[config.mk]
export PLATFORM = sky130hd
export DESIGN_NAME = mem_access_unit_flat
export DESIGN_NICKNAME = d
export VERILOG_FILES = /design/src/rtl/mem_access_unit_pkg.sv /design/src/rtl/mem_access_unit_if.sv /design/src/rtl/mem_access_unit_byte_lane.sv /design/src/rtl/mem_access_unit.sv /design/src/flat_wrapper.sv
export SDC_FILE = /design/constraint.sdc
export NUM_CORES = 1
export LEC_CHECK = 0
export ABC_AREA = 1
export CAP_MARGIN = 20
export CORE_MARGIN = 2
export CORE_UTILIZATION = 31
export CTS_CLUSTER_DIAMETER = 200
export DETAILED_ROUTE_END_ITERATION = 7
export PLACE_DENSITY = 0.6
export SKIP_CTS_REPAIR_TIMING = 1
export SLEW_MARGIN = 20
export SYNTH_ARGS = -nofsm -noshare
export SYNTH_HDL_FRONTEND = slang
export SYNTH_HIERARCHICAL = 1
export SYNTH_SLANG_ARGS = --single-unit
export TNS_END_PERCENT = 50
[constraint.sdc]
create_clock -name clk -period 2 [get_ports clk]
set_input_delay 0.4 -clock clk [delete_from_list [all_inputs] [get_ports clk]]
set_output_delay 0.4 -clock clk [all_outputs]
set_load 0.01 [all_outputs]
[src/rtl/mem_access_unit_pkg.sv]
// Shared encodings for the MEM-stage access unit: request sizes, FSM states, lane selection.
package mem_pkg;

  localparam logic [1:0] SZ_BYTE = 2'b00;
  localparam logic [1:0] SZ_HALF = 2'b01;
  localparam logic [1:0] SZ_WORD = 2'b10;
  localparam logic [1:0] SZ_ILL  = 2'b11;

  localparam int LANE_W    = 8;
  localparam int NUM_LANES = 4;

  typedef enum logic [2:0] {
    IDLE = 3'd0,
    RD   = 3'd1,
    WR   = 3'd2,
    RESP = 3'd3,
    ERR  = 3'd4
  } state_e;

  // Big-endian: byte offset 0 lives in bits [31:24], so the LSB position is (3 - off) * 8.
  function automatic logic [4:0] lane_shift(input logic [1:0] off);
    return {~off, 3'b000};
  endfunction

endpackage

[src/rtl/mem_access_unit_if.sv]
// Request/response and DataMemory signals of the MEM-stage access unit.
interface mem_access_unit_if #(
  parameter int ADDR_W = 32,
  parameter int DATA_W = 32
);
  logic              req_valid;
  logic              req_write;
  logic [1:0]        req_size;
  logic              req_unsigned;
  logic [ADDR_W-1:0] req_addr;
  logic [DATA_W-1:0] req_wdata;
  logic              stall;
  logic              done;
  logic              load_valid;
  logic [DATA_W-1:0] load_data;
  logic              misaligned;
  logic              mem_MemWrite;
  logic              mem_MemRead;
  logic [ADDR_W-1:0] mem_address;
  logic [DATA_W-1:0] mem_write_data;
  logic [DATA_W-1:0] mem_read_data;

  modport slave (
    input  req_valid, req_write, req_size, req_unsigned, req_addr, req_wdata, mem_read_data,
    output stall, done, load_valid, load_data, misaligned,
           mem_MemWrite, mem_MemRead, mem_address, mem_write_data
  );

  modport master (
    output req_valid, req_write, req_size, req_unsigned, req_addr, req_wdata, mem_read_data,
    input  stall, done, load_valid, load_data, misaligned,
           mem_MemWrite, mem_MemRead, mem_address, mem_write_data
  );
endinterface

[src/rtl/mem_access_unit_byte_lane.sv]
// Combinational lane logic: extracts/extends a load lane and merges a store lane into a word.
module byte_lane_unit
  import mem_pkg::*;
(
  input  logic [31:0] word_i,
  input  logic [1:0]  offset_i,
  input  logic [1:0]  size_i,
  input  logic        unsigned_i,
  input  logic [31:0] store_i,
  output logic [31:0] load_o,
  output logic [31:0] merged_o
);

  logic [4:0]  byte_sh;
  logic [4:0]  half_sh;
  logic [7:0]  byte_v;
  logic [15:0] half_v;

  assign byte_sh = lane_shift(offset_i);
  assign half_sh = lane_shift({offset_i[1], 1'b1});
  assign byte_v  = word_i[byte_sh +: LANE_W];
  assign half_v  = word_i[half_sh +: 2*LANE_W];

  always_comb begin
    load_o   = word_i;
    merged_o = store_i;
    case (size_i)
      SZ_BYTE: begin
        load_o   = {{24{~unsigned_i & byte_v[7]}}, byte_v};
        merged_o = word_i;
        merged_o[byte_sh +: LANE_W] = store_i[7:0];
      end
      SZ_HALF: begin
        load_o   = {{16{~unsigned_i & half_v[15]}}, half_v};
        merged_o = word_i;
        merged_o[half_sh +: 2*LANE_W] = store_i[15:0];
      end
      default: ;
    endcase
  end

endmodule

[src/rtl/mem_access_unit.sv]
// MEM-stage load/store sequencer: word store 1 cycle, loads and sub-word stores (RMW) 2 cycles to done.
// No backpressure accepted; stall freezes the pipeline until the completing cycle, illegal requests never stall.
module mem_access_unit
  import mem_pkg::*;
#(
  parameter int ADDR_W = 32,
  parameter int DATA_W = 32
) (
  input logic              clk,
  input logic              reset,
  mem_access_unit_if.slave bus_io
);

  state_e            state_q, state_d;
  logic              write_q;
  logic [1:0]        size_q;
  logic              uns_q;
  logic [ADDR_W-1:0] addr_q;
  logic [DATA_W-1:0] wdata_q;
  logic [DATA_W-1:0] load_data_q;

  logic              req_bad;
  logic              accept;
  logic              rd_en, wr_en;
  logic              stall, done, load_valid, misaligned;
  logic [DATA_W-1:0] lane_load, lane_merged;

  always_comb begin
    req_bad = 1'b0;
    case (bus_io.req_size)
      SZ_HALF: req_bad = bus_io.req_addr[0];
      SZ_WORD: req_bad = |bus_io.req_addr[1:0];
      SZ_ILL:  req_bad = 1'b1;
      default: req_bad = 1'b0;
    endcase
  end

  assign accept = (state_q == IDLE) && bus_io.req_valid;

  always_comb begin
    state_d    = state_q;
    stall      = 1'b0;
    done       = 1'b0;
    load_valid = 1'b0;
    misaligned = 1'b0;
    rd_en      = 1'b0;
    wr_en      = 1'b0;
    case (state_q)
      IDLE: begin
        if (bus_io.req_valid) begin
          if (req_bad) begin
            state_d = ERR;
          end else begin
            stall   = 1'b1;
            state_d = (bus_io.req_write && bus_io.req_size == SZ_WORD) ? WR : RD;
          end
        end
      end
      RD: begin
        rd_en   = 1'b1;
        stall   = 1'b1;
        state_d = write_q ? WR : RESP;
      end
      WR: begin
        wr_en   = 1'b1;
        done    = 1'b1;
        state_d = IDLE;
      end
      RESP: begin
        load_valid = 1'b1;
        done       = 1'b1;
        state_d    = IDLE;
      end
      ERR: begin
        misaligned = 1'b1;
        state_d    = IDLE;
      end
      default: state_d = IDLE;
    endcase
  end

  always_ff @(posedge clk) begin
    if (reset) begin
      state_q     <= IDLE;
      write_q     <= 1'b0;
      size_q      <= SZ_BYTE;
      uns_q       <= 1'b0;
      addr_q      <= '0;
      wdata_q     <= '0;
      load_data_q <= '0;
    end else begin
      state_q <= state_d;
      if (accept) begin
        write_q <= bus_io.req_write;
        size_q  <= bus_io.req_size;
        uns_q   <= bus_io.req_unsigned;
        addr_q  <= bus_io.req_addr;
        wdata_q <= bus_io.req_wdata;
      end
      // The read word is consumed at the end of RD: merged for stores, extended for loads.
      if (state_q == RD) begin
        if (write_q) wdata_q <= lane_merged;
        else         load_data_q <= lane_load;
      end
    end
  end

  byte_lane_unit u_lane (
    .word_i     (bus_io.mem_read_data),
    .offset_i   (addr_q[1:0]),
    .size_i     (size_q),
    .unsigned_i (uns_q),
    .store_i    (wdata_q),
    .load_o     (lane_load),
    .merged_o   (lane_merged)
  );

  assign bus_io.stall          = stall;
  assign bus_io.done           = done;
  assign bus_io.load_valid     = load_valid;
  assign bus_io.load_data      = load_data_q;
  assign bus_io.misaligned     = misaligned;
  assign bus_io.mem_MemRead    = rd_en;
  assign bus_io.mem_MemWrite   = wr_en;
  assign bus_io.mem_address    = {addr_q[ADDR_W-1:2], 2'b00};
  assign bus_io.mem_write_data = wr_en ? wdata_q : '0;

endmodule

[src/flat_wrapper.sv]
// flat-port wrapper written by rule: the top's interface ports become plain ports
module mem_access_unit_flat import mem_pkg::*;
#(
  parameter int ADDR_W = 32,
  parameter int DATA_W = 32
)
  (clk, reset, bus_io_req_valid, bus_io_req_write, bus_io_req_size, bus_io_req_unsigned, bus_io_req_addr, bus_io_req_wdata, bus_io_mem_read_data, bus_io_stall, bus_io_done, bus_io_load_valid, bus_io_load_data, bus_io_misaligned, bus_io_mem_MemWrite, bus_io_mem_MemRead, bus_io_mem_address, bus_io_mem_write_data);
  mem_access_unit_if #(.ADDR_W(ADDR_W), .DATA_W(DATA_W)) bus_io_i ();
  input logic clk;
  input logic reset;
  input wire logic [$bits(bus_io_i.req_valid)-1:0] bus_io_req_valid;
  input wire logic [$bits(bus_io_i.req_write)-1:0] bus_io_req_write;
  input wire logic [$bits(bus_io_i.req_size)-1:0] bus_io_req_size;
  input wire logic [$bits(bus_io_i.req_unsigned)-1:0] bus_io_req_unsigned;
  input wire logic [$bits(bus_io_i.req_addr)-1:0] bus_io_req_addr;
  input wire logic [$bits(bus_io_i.req_wdata)-1:0] bus_io_req_wdata;
  input wire logic [$bits(bus_io_i.mem_read_data)-1:0] bus_io_mem_read_data;
  output wire logic [$bits(bus_io_i.stall)-1:0] bus_io_stall;
  output wire logic [$bits(bus_io_i.done)-1:0] bus_io_done;
  output wire logic [$bits(bus_io_i.load_valid)-1:0] bus_io_load_valid;
  output wire logic [$bits(bus_io_i.load_data)-1:0] bus_io_load_data;
  output wire logic [$bits(bus_io_i.misaligned)-1:0] bus_io_misaligned;
  output wire logic [$bits(bus_io_i.mem_MemWrite)-1:0] bus_io_mem_MemWrite;
  output wire logic [$bits(bus_io_i.mem_MemRead)-1:0] bus_io_mem_MemRead;
  output wire logic [$bits(bus_io_i.mem_address)-1:0] bus_io_mem_address;
  output wire logic [$bits(bus_io_i.mem_write_data)-1:0] bus_io_mem_write_data;
  assign bus_io_i.req_valid = bus_io_req_valid;
  assign bus_io_i.req_write = bus_io_req_write;
  assign bus_io_i.req_size = bus_io_req_size;
  assign bus_io_i.req_unsigned = bus_io_req_unsigned;
  assign bus_io_i.req_addr = bus_io_req_addr;
  assign bus_io_i.req_wdata = bus_io_req_wdata;
  assign bus_io_i.mem_read_data = bus_io_mem_read_data;
  assign bus_io_stall = bus_io_i.stall;
  assign bus_io_done = bus_io_i.done;
  assign bus_io_load_valid = bus_io_i.load_valid;
  assign bus_io_load_data = bus_io_i.load_data;
  assign bus_io_misaligned = bus_io_i.misaligned;
  assign bus_io_mem_MemWrite = bus_io_i.mem_MemWrite;
  assign bus_io_mem_MemRead = bus_io_i.mem_MemRead;
  assign bus_io_mem_address = bus_io_i.mem_address;
  assign bus_io_mem_write_data = bus_io_i.mem_write_data;
  mem_access_unit #(.ADDR_W(ADDR_W), .DATA_W(DATA_W)) u_core (.clk(clk), .reset(reset), .bus_io(bus_io_i));
endmodule
==> reports/qor.yml, run 1 <==
status:
  outcome: "completed"
placement:
  dp_cells: 1698
  gp_congestion: 0.926
  io_buffers: 202
  dpl.hpwl_um: 19500
  dp_slack_ns: -0.256
min_path:
  hp-class: "reg -> reg"
  min-delay-start: "u_core/addr_q[18]$_SDFFE_PP0N_"
  min_to: "u_core/addr_q[18]$_SDFFE_PP0N_"
  holdPathStages: 2
worst_setup_path:
  rr_worst_depth: 12
  cp-start-kind: "flip-flop"
  required_ns: 1.60
  ff2ff_setup_slack_ns: 0.13
  critical_path.max_fanout: 8
  slowest_stage: "dfxtp_1"
  cp_slowest_stage_delay_ns: 0.33
  path_cells: "inv_1 > nor2_2 > nand2_1 > buf_4 > nor2_1 > dlymetal6s2s_1"
  r2r_start: "u_core/addr_q[1]$_SDFFE_PP0N_"
  critPathCaptureType: "primary output"
  path_class: "reg -> out"
  reg2reg_to: "u_core/wdata_q[17]$_SDFF_PP0_"
  cp.arrival_ns: 1.50
clock_network:
  clk_pin_slew_ns: 0.08
  cts_tree: "done"
  clock-sinks: 103
  cts_buffers: 9
  clk_latency_ns: 0.37
  htreeDepth: 3
  root_buffer: "clkbuf_16"
  clk_path_buf_depth: 2
synth:
  synth-seq-cells: 103
  synth_commonest_cells: "nand2_1, inv_1, nor2_1, dfxtp_1, nand4_1"
  synth_top_area_cell: "dfxtp_1"
  netlist_area_mm2: 0.00725
  synth_edf_count: 0
  avgSynthCellArea_um2: 5.79
  seq_area_frac_synth_pct: 28.4
  ys_types: 29
  yosysWarnings: 6
  yosysMostFrequentCell: "nand2_1"
  syn_inst: 1253
  synthFlopType: "dfxtp_1"
  async_reset_ff_share_pct: 0
  yosysTopAreaCellShare_pct: 28.4
  netlist_top_cells_area: "dfxtp_1, nand2_1, inv_1"
timing:
  setup_ws_ns: 0.105
  hold_viol: 0
  worst_pin_slew_ns: 0.643
  finalClockSkew_ns: 0.0112
  max_freq_mhz: 528
  slew_viol_final: 0
  finalSetupViolCount: 0
  tns_ns: 0
  finalCritPeriodShare_pct: 94.8
  max_slew_margin_pct: 57.0
  period_needed_ns: 1.90
layout:
  nets: 1505
  fillers: 2517
  drive_above_1_share_pct: 6.85
  fin_util_pct: 43.1
  area_growth_pct: 35.6
  finalNonFillerCells: 1715
  n_antenna_cell: 0
floorplanning:
  dieArea_mm2: 0.0246
  fp.dieW_um: 157
  initial_core_util_pct: 31.8
  dieHeight_um: 157
  io_pins: 205
  rows: 55
  core_mm2: 0.0228
route:
  avgRoutedWirePerCell_um: 15.1
  wirelength_um: 25900
  viasPerCell: 4.72
  dr.first_iter.drc_count: 552
  drc_errors: 0
  num_vias: 8088
  first_pass_iters: 5
  ant_nets: 0
grt:
  track_usage_pct: 20.6
  grt_pass1_vias: 7413
  grt_max_degree: 70
  grt_pass1_wl_um: 40100
  gr-total-overflow: 0
  antenna_found_initial: 0
power_and_ir_drop:
  power_density_mw_per_mm2: 617
  vdd_drop_max_mv: 0.378
  power.total_uw: 6060
  p_leak_uw: 0.00521
run:
  cap_violations: 0
==> where the power goes <==
| part | internal, uW | switching [uW] | total, uW |
|---|---|---|---|
| Combinational | 825 | 1120 | 1940 |
| Clock | 875 | 896 | 1770 |
| Sequential | 2220 | 128 | 2350 |
==> layout make-up <==
type	instances	area [um2]	share of cell area, %
Multi-Input combinational cell	853	3870	39.4
Timing Repair Buffer	250	2530	25.7
Sequential cell	103	2070	21.1
Inverter	180	678	6.90
Tap cell	313	392	3.98
Clock buffer	9	225	2.29
Clock inverter	7	63.8	0.649
==> logic make-up after synthesis <==
| kind of cell | after synthesis | share of synthesized area, % |
|---|---|---|
| and+or+nand+nor | 702 | 42.0 |
| buffers and inverters | 298 | 18.6 |
| AOI/OAI and AO/OA | 144 | 10.1 |
| DFF | 103 | 28.4 |
| adders and majority gates | 5 | 0.863 |
| other | 1 | 0.0517 |
==> per-stage QoR <==
step / instance area [um2] / hold slack (ns)
after floorplan: 7250 / 0.437
after global placement: 9420 / 0.447
after detailed placement: 9420 / 0.453
after CTS: 9710 / 0.464
after global routing: 9830 / 0.486
final: 9830 / 0.461
==> state kept, by name (all words and copies together), names as in the netlist <==
name and flops:
u_core/size_q 2, u_core/wdata_q 32, u_core/write_q 1, u_core/addr_q 32
u_core/state_q 3, u_core/bus_io.load_data 32, u_core/uns_q 1
==> worst max-delay path, delay by kind of cell (launching register included) <==
family	cells	cell delay, ns
simple gates	3	0.37
buf+inv	3	0.43
flops	1	0.33
==> metal layers <==
metal,up-vias,routed length (um),share of wire [%],GRT usage [%]
li1,4212,-,-,-
met1,3627,11700,45,26.5
met2,222,12000,46,34.6
met3,27,1610,6.2,4.43
met4,0,515,2.0,5.81
met5,-,0,0,0
==> worst max path at each step <==
stage | slack, ns | to | start
3_5_place_dp | -0.26 | bus_io_stall | bus_io_req_addr[0]
4_1_cts | -0.33 | bus_io_mem_write_data[3] | u_core/state_q[2]$_SDFFE_PP0P_
5_1_grt | -0.005 | u_core/wdata_q[17]$_SDFF_PP0_ | u_core/addr_q[0]$_SDFFE_PP0N_
3_3_place_gp | -0.21 | bus_io_stall | bus_io_req_addr[0]
6_report | 0.10 | bus_io_mem_write_data[2] | u_core/state_q[1]$_SDFFE_PP0P_
2_1_floorplan | 0.16 | u_core/wdata_q[24]$_SDFF_PP0_ | u_core/addr_q[1]$_SDFFE_PP0N_
==> cells in the final DEF (no fill, tap or decap), types with 3 or more instances in the layout <==
master	count
dfxtp_1	100
clkbuf_2	3
o21ai_0	77
a21oi_1	53
ha_1	4
inv_2	7
nand3_1	75
buf_12	6
nor2_4	3
inv_8	3
nor2_1	160
clkdlybuf4s50_1	164
nand4_1	101
inv_1	171
nor3_1	3
dlymetal6s2s_1	34
nand2_1	347
nand2_2	4
nor2_2	4
clkbuf_16	9
buf_4	40
o21ai_1	10
Note: power is estimated with default switching activity, not from simulation.
==> run 2: changes to the inputs <==
--- a/config.mk
+++ b/config.mk
@@ -11,7 +11,7 @@
 export CORE_UTILIZATION = 31
 export CTS_CLUSTER_DIAMETER = 200
 export DETAILED_ROUTE_END_ITERATION = 7
-export PLACE_DENSITY = 0.6
+export PLACE_DENSITY = 0.67
 export SKIP_CTS_REPAIR_TIMING = 1
 export SLEW_MARGIN = 20
 export SYNTH_ARGS = -nofsm -noshare
==> run 2 against run 1 <==
Compared with the run above:
- critical path depth up 6
- non-clock buffer count is 5 lower
- clock skew about the same
- via count grew 2.7%
- cell area down 0.17%
- first-iteration DRC count up 8.7%
- combinational power about the same
- sequential share of layout area about the same
- routed wire length increased by 0.24%
- maximum frequency fell by 2.1%
- highest routed layer unchanged
==> reports/qor.yml, run 2 (synthesis results as in run 1) <==
grt:
  grt_max_degree: 70  # unchanged
  grt_pass1_wl_um: 39700  # -1.0%
  antenna_found_initial: 0  # unchanged
  track_usage_pct: 20.4  # -0.12 points
  gr-total-overflow: 0  # unchanged
  grt_pass1_vias: 7510  # +1.3%
min_path:
  hp-class: "reg -> reg"
timing:
  finalSetupViolCount: 0  # unchanged
  rsz0062_at_grt: "yes"
  finalClockSkew_ns: 0.0108  # -0.000379 ns
  finalCritPeriodShare_pct: 96.8  # +2.0 points
  slew_viol_final: 0  # unchanged
  max_freq_mhz: 517  # -2.1%
  max_slew_margin_pct: 62.0  # +5.0 points
  period_needed_ns: 1.94  # +0.0402 ns
  worst_pin_slew_ns: 0.566  # -0.0767 ns
  holdWs_ns: 0.463  # +0.00237 ns
  hold_viol: 0  # unchanged
clock_network:
  clk_latency_ns: 0.37  # about the same
  cts_tree: "done"
  clk_path_buf_depth: 2  # unchanged
  clock-sinks: 103  # unchanged
  root_buffer: "clkbuf_16"
  clk_pin_slew_ns: 0.08  # about the same
  htreeDepth: 3  # unchanged
  cts_buffers: 9  # unchanged
route:
  viasPerCell: 4.86  # +3.0%
  dr.first_iter.drc_count: 600  # +8.7%
  drc_errors: 0  # unchanged
  wirelength_um: 25900  # +0.24%
  num_vias: 8304  # +2.7%
  first_pass_iters: 5  # unchanged
  avgRoutedWirePerCell_um: 15.2  # +0.53%
  ant_nets: 0  # unchanged
placement:
  dpl.hpwl_um: 19500  # -0.43%
  io_buffers: 202  # unchanged
  dp_cells: 1693  # -0.29%
  placed_cell_area_mm2: 0.00940  # -0.27%
  gp_congestion: 0.934  # +0.90%
layout:
  area_growth_pct: 35.3
  final_common_cell: "nand2_1"
  drive_above_1_share_pct: 6.37  # -0.48 points
  nets: 1500  # -0.33%
  layout_common_cells: "nand2_1, inv_1, clkdlybuf4s50_1"
  design_area_mm2: 0.00981  # -0.17%
  n_antenna_cell: 0  # unchanged
  finalNonFillerCells: 1710  # -0.29%
  fin_util_pct: 43.1  # -0.071 points
  fillers: 2472  # -1.8%
power_and_ir_drop:
  p_int_uw: 4030  # +2.9%
  power_density_mw_per_mm2: 628  # +1.9%
  share_comb_of_total_power_pct: 31.5  # -0.6 points
  p_switching_uw: 2130  # -0.50%
  power_frac_clock_pct: 30.4  # +1.2 points
  p_leak_uw: 0.00519  # -0.36%
  vdd_drop_max_mv: 0.390  # +3.3%
  seq_power_share_pct: 38.1  # -0.6 points
  switching_share_pct: 34.6  # -0.77 points
worst_setup_path:
  path_class: "reg -> reg"
  cp-start-kind: "flip-flop"
  cp.arrival_ns: 2.25  # +0.75 ns
  crit_family: "simple AND/OR/NAND/NOR gates"
  critical_path.max_fanout: 8  # unchanged
  critPathBufInv: 4  # +1
  slowest_stage: "dfxtp_2"
  critPathCaptureType: "flip-flop"
  cp_slowest_stage_delay_ns: 0.40  # +0.07 ns
  required_ns: 2.31  # +0.71 ns
  path_cells: "inv_1 > ha_4 > nand4_1 > o21ai_0 > nand2_1 > nand2_1 > inv_1 > nand4_1 > nand2_1 > inv_1 > nand2_1 > inv_1"
floorplanning:
  dieHeight_um: 157  # unchanged
  initial_core_util_pct: 31.8  # unchanged
  dieArea_mm2: 0.0246  # unchanged
  io_pins: 205  # unchanged
  core_mm2: 0.0228  # unchanged
  rows: 55  # unchanged
  fp.dieW_um: 157  # unchanged
run:
  cap_violations: 0  # unchanged
status:
  outcome: "completed"
run 2: routing by layer:
metal / GRT usage, % / up-vias / wire length, um
met5: 0 / - / 0
met4: 5.37 / 0 / 435
met3: 5.53 / 37 / 1950
met2: 35.0 / 276 / 12500
met1: 25.3 / 3786 / 11100
li1: - / 4205 / -
run 2: final timing paths:
check	start	endpoint	slack, ns	cells after the start
setup / recovery	u_core/addr_q[1]$_SDFFE_PP0N_	u_core/wdata_q[17]$_SDFF_PP0_	0.06	12
hold / removal	u_core/addr_q[21]$_SDFFE_PP0N_	u_core/addr_q[21]$_SDFFE_PP0N_	0.46	2
setup reg to reg	u_core/addr_q[1]$_SDFFE_PP0N_	u_core/wdata_q[17]$_SDFF_PP0_	0.06	12
hold reg to reg	u_core/addr_q[21]$_SDFFE_PP0N_	u_core/addr_q[21]$_SDFFE_PP0N_	0.46	2
run 2: final cells by class:
| type | count | area, um2 | area share, % |
|---|---|---|---|
| clock buffer | 10 | 229 | 2.33 |
| clock inverter | 6 | 75.1 | 0.765 |
| inverter | 180 | 676 | 6.89 |
| multi-input combinational | 853 | 3870 | 39.5 |
| sequential | 103 | 2070 | 21.1 |
| tap | 313 | 392 | 3.99 |
| timing repair buffer | 245 | 2500 | 25.5 |
run 2: power by group through the flow:
stage	clock network, uW	registers, uW	logic [uW]
2_1_floorplan	0	2370	1180
3_3_place_gp	0	2390	1920
3_5_place_dp	0	2400	1920
4_1_cts	1940	2350	1940
5_1_grt	1990	2370	2160
6_report	1870	2350	1950
run 2: stage by stage:
stage / setup TNS, ns / worst slack, ns / power [uW]
4_1_cts: -10.26 / -0.345 / 6220
2_1_floorplan: 0 / 0.159 / 3550
5_1_grt: -0.904 / -0.124 / 6530
3_5_place_dp: -0.928 / -0.242 / 4320
3_3_place_gp: -0.441 / -0.223 / 4310
6_report: 0 / 0.0646 / 6170
run 2: worst reg2reg max path, cell delays in order, from the launching register on:
cell	delay (ns)
dfxtp_2	0.40
inv_1	0.13
ha_4	0.30
nand4_1	0.28
o21ai_0	0.27
nand2_1	0.08
nand2_1	0.10
inv_1	0.05
nand4_1	0.07
nand2_1	0.05
inv_1	0.06
nand2_1	0.05
inv_1	0.04
